[src/rtl/dptr_multicycle.sv]
// Multi-cycle MIPS datapath: R-type ALU ops, plus LW/SW and data memory when
// DPTR_MEM_EN is defined. One instruction at a time behind a valid/ready handshake.
module dptr_multicycle #(
  parameter int unsigned DATA_W     = 32,
  parameter int unsigned DMEM_DEPTH = 64
) (
  input  logic              clk,
  input  logic              rst,
  input  logic              instr_valid,
  input  logic [31:0]       instr,
  output logic              instr_ready,
  output logic              done,
  output logic              err,
  output logic              zflag,
  output logic [DATA_W-1:0] result,
  input  logic [4:0]        dbg_ra,
  output logic [DATA_W-1:0] dbg_rd
);

`ifdef DPTR_MEM_EN
  typedef enum logic [2:0] {S_IDLE, S_DEC, S_EXE, S_MEM, S_WB} state_t;
`else
  typedef enum logic [1:0] {S_IDLE, S_DEC, S_EXE, S_WB} state_t;
`endif
  typedef enum logic [1:0] {C_R, C_LW, C_SW, C_ILL} cls_t;
  typedef enum logic [2:0] {OP_ADD, OP_SUB, OP_AND, OP_OR, OP_NOR, OP_SLT} op_t;

  state_t            state, state_d;
  cls_t              cls_q, dec_cls;
  op_t               op_q, dec_op;
  logic [31:0]       ir;
  logic [DATA_W-1:0] a, b, alu_b, alu_y, rf_wd;
  logic [DATA_W-1:0] rf [32];
  logic              rf_we;
  logic [4:0]        rf_wa;

`ifdef DPTR_MEM_EN
  localparam int unsigned AW = $clog2(DMEM_DEPTH);
  logic [DATA_W-1:0] imm, mdr;
  logic [DATA_W-1:0] dmem [DMEM_DEPTH];
  logic [AW-1:0]     maddr;

  // Sign-extend imm16 to DATA_W; narrower datapaths keep only the low bits.
  for (genvar g = 0; g < DATA_W; g++) begin : g_imm
    if (g < 16) begin : g_lo
      assign imm[g] = ir[g];
    end else begin : g_hi
      assign imm[g] = ir[15];
    end
  end

  assign maddr = result[AW-1:0];
`else
  logic unused_nomem;
  assign unused_nomem = ^{ir[10:6], 32'(DMEM_DEPTH)};
`endif

  // Instruction decode from the latched IR.
  always_comb begin
    dec_cls = C_ILL;
    dec_op  = OP_ADD;
    if (ir[31:26] == 6'h00) begin
      dec_cls = C_R;
      case (ir[5:0])
        6'h20:   dec_op = OP_ADD;
        6'h22:   dec_op = OP_SUB;
        6'h24:   dec_op = OP_AND;
        6'h25:   dec_op = OP_OR;
        6'h27:   dec_op = OP_NOR;
        6'h2A:   dec_op = OP_SLT;
        default: dec_cls = C_ILL;
      endcase
    end
`ifdef DPTR_MEM_EN
    else if (ir[31:26] == 6'h23) begin
      dec_cls = C_LW;
    end else if (ir[31:26] == 6'h2B) begin
      dec_cls = C_SW;
    end
`endif
  end

  always_comb begin
    alu_b = b;
`ifdef DPTR_MEM_EN
    if (cls_q != C_R) alu_b = imm;
`endif
  end

  always_comb begin
    alu_y = '0;
    case (op_q)
      OP_ADD:  alu_y = a + alu_b;
      OP_SUB:  alu_y = a - alu_b;
      OP_AND:  alu_y = a & alu_b;
      OP_OR:   alu_y = a | alu_b;
      OP_NOR:  alu_y = ~(a | alu_b);
      OP_SLT:  alu_y = {{(DATA_W-1){1'b0}}, ($signed(a) < $signed(alu_b))};
      default: alu_y = '0;
    endcase
  end

  always_comb begin
    state_d     = state;
    instr_ready = 1'b0;
    done        = 1'b0;
    err         = 1'b0;
    case (state)
      S_IDLE: begin
        instr_ready = 1'b1;
        if (instr_valid) state_d = S_DEC;
      end
      S_DEC: state_d = (dec_cls == C_ILL) ? S_WB : S_EXE;
`ifdef DPTR_MEM_EN
      S_EXE: state_d = (cls_q == C_LW || cls_q == C_SW) ? S_MEM : S_WB;
      S_MEM: state_d = S_WB;
`else
      S_EXE: state_d = S_WB;
`endif
      S_WB: begin
        done    = 1'b1;
        err     = (cls_q == C_ILL);
        state_d = S_IDLE;
      end
      default: state_d = S_IDLE;
    endcase
  end

  always_ff @(posedge clk) begin
    if (rst) begin
      state  <= S_IDLE;
      ir     <= '0;
      a      <= '0;
      b      <= '0;
      cls_q  <= C_ILL;
      op_q   <= OP_ADD;
      result <= '0;
      zflag  <= 1'b0;
`ifdef DPTR_MEM_EN
      mdr    <= '0;
`endif
    end else begin
      state <= state_d;
      case (state)
        S_IDLE: if (instr_valid) ir <= instr;
        S_DEC: begin
          a     <= rf[ir[25:21]];
          b     <= rf[ir[20:16]];
          cls_q <= dec_cls;
          op_q  <= dec_op;
        end
        S_EXE: begin
          result <= alu_y;
          zflag  <= (alu_y == '0);
        end
`ifdef DPTR_MEM_EN
        S_MEM: mdr <= dmem[maddr];
`endif
        default: ;
      endcase
    end
  end

`ifdef DPTR_MEM_EN
  always_ff @(posedge clk) begin
    if (!rst && state == S_MEM && cls_q == C_SW) dmem[maddr] <= b;
  end
`endif

  // R-type writes rd from ALUOut; LW writes rt from MDR.
  always_comb begin
    rf_we = (state == S_WB) && (cls_q == C_R);
    rf_wa = ir[15:11];
    rf_wd = result;
`ifdef DPTR_MEM_EN
    if (cls_q == C_LW) begin
      rf_we = (state == S_WB);
      rf_wa = ir[20:16];
      rf_wd = mdr;
    end
`endif
  end

  always_ff @(posedge clk) begin
    if (rst) begin
      rf <= '{default: '0};
    end else if (rf_we && rf_wa != 5'd0) begin
      rf[rf_wa] <= rf_wd;
    end
  end

  assign dbg_rd = (dbg_ra == 5'd0) ? '0 : rf[dbg_ra];

endmodule

[config.mk]
export PLATFORM = sky130hd
export DESIGN_NAME = dptr_multicycle
export DESIGN_NICKNAME = d
export VERILOG_FILES = /design/src/rtl/dptr_multicycle.sv
export SDC_FILE = /design/constraint.sdc
export NUM_CORES = 2
export LEC_CHECK = 0
export CAP_MARGIN = 20
export CORE_ASPECT_RATIO = 1.1
export CORE_MARGIN = 2
export CORE_UTILIZATION = 45
export CTS_CLUSTER_DIAMETER = 30
export CTS_CLUSTER_SIZE = 28
export DETAILED_ROUTE_END_ITERATION = 10
export PLACE_DENSITY = 0.69
export SKIP_CTS_REPAIR_TIMING = 1
export SYNTH_ARGS = -nofsm -noshare
export SYNTH_HDL_FRONTEND = slang
export SYNTH_SLANG_ARGS = --single-unit
[constraint.sdc]
create_clock -name clk -period 5.3 [get_ports clk]
set_clock_uncertainty 0.05 [all_clocks]
set_input_delay 0.795 -clock clk [delete_from_list [all_inputs] [get_ports clk]]
set_output_delay 0.795 -clock clk [all_outputs]
set_load 0.01 [all_outputs]
==> parameters.txt <==
Parameter                              Value

Run status
  Status    finished, final reports clean

Floorplan
  Area of the core    152000 um^2
  Horiz. Die Dim    377 um
  Starting Density    45.2%
  Die H    414 um
  Area of the die    156000 um^2
  I/O pin cnt    108
  Row cnt    150

Drt
  Number of DRC markers in iteration 0    9991
  Post-detailed-route DRC marker count    0
  Routed wire length    274 mm
  Routed len/inst    29.9 um
  Number of optimization iterations in the first detailed-route pass    9
  Mean number of vias per cell    6.81
  Count of nets left with antenna violations after detail routing    0
  Number of vias after detailed routing    62400

Placement
  Global placement routability congestion    0.958
  Buffers added on ports    102
  Placed inst area    71800 um^2
  Hpwl dp    167 mm

STA
  Time the worst path needs with I/O delays and setup    4920 ps
  Transition time of the tightest slew-check pin    1290 ps
  TNS Setup    0 ps
  Timing-limited maximum frequency    203 MHz
  Final critical-path share of the clock period    92.9%
  Max_slew headroom    13.6%
  Final number of max-transition violations    0
  Total count of hold-check failures in the final report    0
  Final setup vio count    0
  Unrepaired setup endpoints after global routing    false

Synth
  Number of enable flip-flop cells after synthesis    0
  Area fraction of the dominant cell type after synthesis    33.6%
  Average cell area after synthesis    9.57 um^2
  Yosys top cell by area    dfxtp_1
  Count of unique library cells instantiated by Yosys    91
  Async set-or-reset flop fraction in the synthesized netlist    0%
  Ys flop type    dfxtp_1
  Register area share after synthesis    33.6%
  Synth warnings    0
  Most frequently used cell type in the post-synthesis netlist    nand2_1
  FF+latch count, synth    1154
  Number of standard cells after synthesis    7176
  Mapped Nets    7324
  Post-synthesis instance area    68700 um^2
  Most area-consuming cells after synthesis    dfxtp_1 34%, mux4_2 32%, nand2_1 12%
  Commonest cells post-synth    2133 x nand2_1, 1154 x dfxtp_1, 1114 x a21oi_1

Critical path
  Delay of the slowest critical-path stage    580 ps
  Worst EP arrival    5650 ps
  Setup slack of the most critical reg-to-reg path    380 ps
  Critical Path Start Type    flip-flop
  Endpoint type of the worst setup path    flip-flop
  Source of the critical timing path    alu_b[0]
  Crit Path Max Fanout    5
  Category of the most critical setup path    flip-flop to flip-flop
  Crit-path cells    ha_1, inv_1, fa_1, nand2b_1, a211oi_2, o2111ai_1, a31oi_1, a311o_1, and3_1, mux2i_1, a2111oi_0, nand4_1, nor4bb_1, a31o_1
  Worst R2R Start    alu_b[0]
  CP max stage cell    a2111oi_0
  R2r worst-path depth    14
  Worst r2r dst    zflag
  Required time of the critical path    6020 ps

Global routing
  Number of antenna violations at the first check in global routing    8
  Maximum number of pins on one net before global-route repair    204
  GRT Total Usage    34.5%
  Number of global-route vias before repair    59400
  Global-route wire length before repair    394 mm
  Total gr overflow    0

Min path
  Worst hold path stage count    2
  Endpoint, Worst Hold    op_q[0]
  Worst Min Path Start    rst
  Worst min-delay path class    primary input to flip-flop

Power and ir drop
  Lkg Pwr    25.3 nW
  IR Drop Worst-Case VDD    344 uV
  PwrDens    422 nW/um^2
  Power share of the clock group    44.8%
  Portion of total power attributed to combinational logic    26.4%
  Net switching power    11.8 mW
  Sequential power share    28.8%
  Sw frac    35.0%
  Total internal power    21.9 mW

Final layout
  Fraction of final layout cells with drive strength greater than 1    23.4%
  Final Net Count    7129
  Multi-input combinational cell area    42800 um^2
  Area growth syn-to-layout    16.3%
  Reg area    23100 um^2
  Fillers    12800
  Finished layout cell area    79900 um^2

Run
  Maxcap violations    0

CTS
  Maximum buffer depth of the clock tree    3
  Number of CTS-inserted buffers    222
  Clock tree from TritonCTS    yes
  Clock Sink Count    1154
  Clk pin slew, worst setup/hold paths    50 ps
  Buffer cell driving the clock tree root    clkbuf_16
  Clock insertion delay at the later pin of the skew report    860 ps
  CTS H-Tree Depth    4
cell type report:
class / instances / area share, %
multi-input cells: 5202 / 53.6
clock inverters: 141 / 2.48
well taps: 1976 / 3.09
flip-flops and latches: 1154 / 29.0
diodes: 11 / 0.0345
repair buffers: 306 / 3.73
inverters: 95 / 0.446
clock buffers: 275 / 7.66
sequential cells by signal, indices dropped and copies added, names as in the netlist:
name    count
zflag       1
result     32
a          32
ir         27
state       2
op_q        3
rf       1024
cls_q       1
alu_b      32
worst max-delay path, delay by kind of cell (launching register included):
family	cells	cell delay [ps]
buffers and inverters	1	70
AO/OA/AOI/OAI	6	2410
AND/OR/NAND/NOR	4	1140
flip-flops	1	420
adder cells (fa/ha/maj)	2	630
multiplexers	1	110
kinds of logic after synthesis:
logic type	after synthesis	share of synthesized area, %
and+or+nand+nor	2569	14.8
DFF	1154	33.6
xor gates and xnor gates	13	0.166
AOI/OAI and AO/OA	1440	11.8
buffers and inverters	820	4.52
adders and majority gates	108	1.99
muxes	1072	33.1
worst max path at each step:
| stage | cells after the start | end | slack [ps] |
|---|---|---|---|
| finish | 14 | zflag | 380 |
| global route | 13 | zflag | 250 |
| CTS | 14 | zflag | 520 |
| detailed placement | 14 | zflag | 590 |
| global placement | 14 | zflag | 550 |
| floorplan | 7 | dbg_rd[10] | 1260 |
layer usage:
| metal | vias up | share of wire, % | global-route usage (%) | routed length [um] |
|---|---|---|---|---|
| li1 | 25700 | - | - | - |
| met1 | 30200 | 33 | 41.2 | 90800 |
| met2 | 5176 | 43 | 50.9 | 118000 |
| met3 | 1369 | 15 | 13.2 | 42300 |
| met4 | 8 | 8.3 | 24.9 | 22800 |
| met5 | - | 0.021 | 0 | 57 |
per-stage QoR:
stage	util, %	hold WS [ps]	std cells	setup slack, ps	total power, mW
2_1_floorplan	-	382	7176	1260	15.7
3_3_place_gp	47.3	390	8733	550	18.5
3_5_place_dp	47.3	400	8733	586	18.5
4_1_cts	52.6	383	9149	520	33.5
5_1_grt	52.6	432	9150	251	34.7
6_report	52.6	350	9160	375	33.7
cells in the final DEF, fill, tap and decap left out, types with 24 or more instances in the layout:
master,n
nand2_1,2102
a21oi_1,1114
ha_1,104
buf_4,173
nor2_1,215
clkdlybuf4s50_1,96
clkbuf_8,32
clkinv_2,27
bufinv_16,31
o21ai_0,48
inv_1,94
a211oi_1,106
nor2b_1,52
mux4_2,961
nand2_2,31
nor3_1,24
clkbuf_16,224
clkinvlp_4,29
dfxtp_1,1143
mux2i_1,109
buf_12,33
power groups by stage:
| stage | registers, mW | clock network [mW] | logic [mW] |
|---|---|---|---|
| detailed placement | 9.84 | 0 | 8.70 |
| floorplan | 9.53 | 0 | 6.19 |
| finish | 9.69 | 15.1 | 8.91 |
| CTS | 9.67 | 15.1 | 8.73 |
| global route | 9.73 | 15.5 | 9.47 |
| global placement | 9.83 | 0 | 8.67 |
Power figures use the tool's default switching activity.
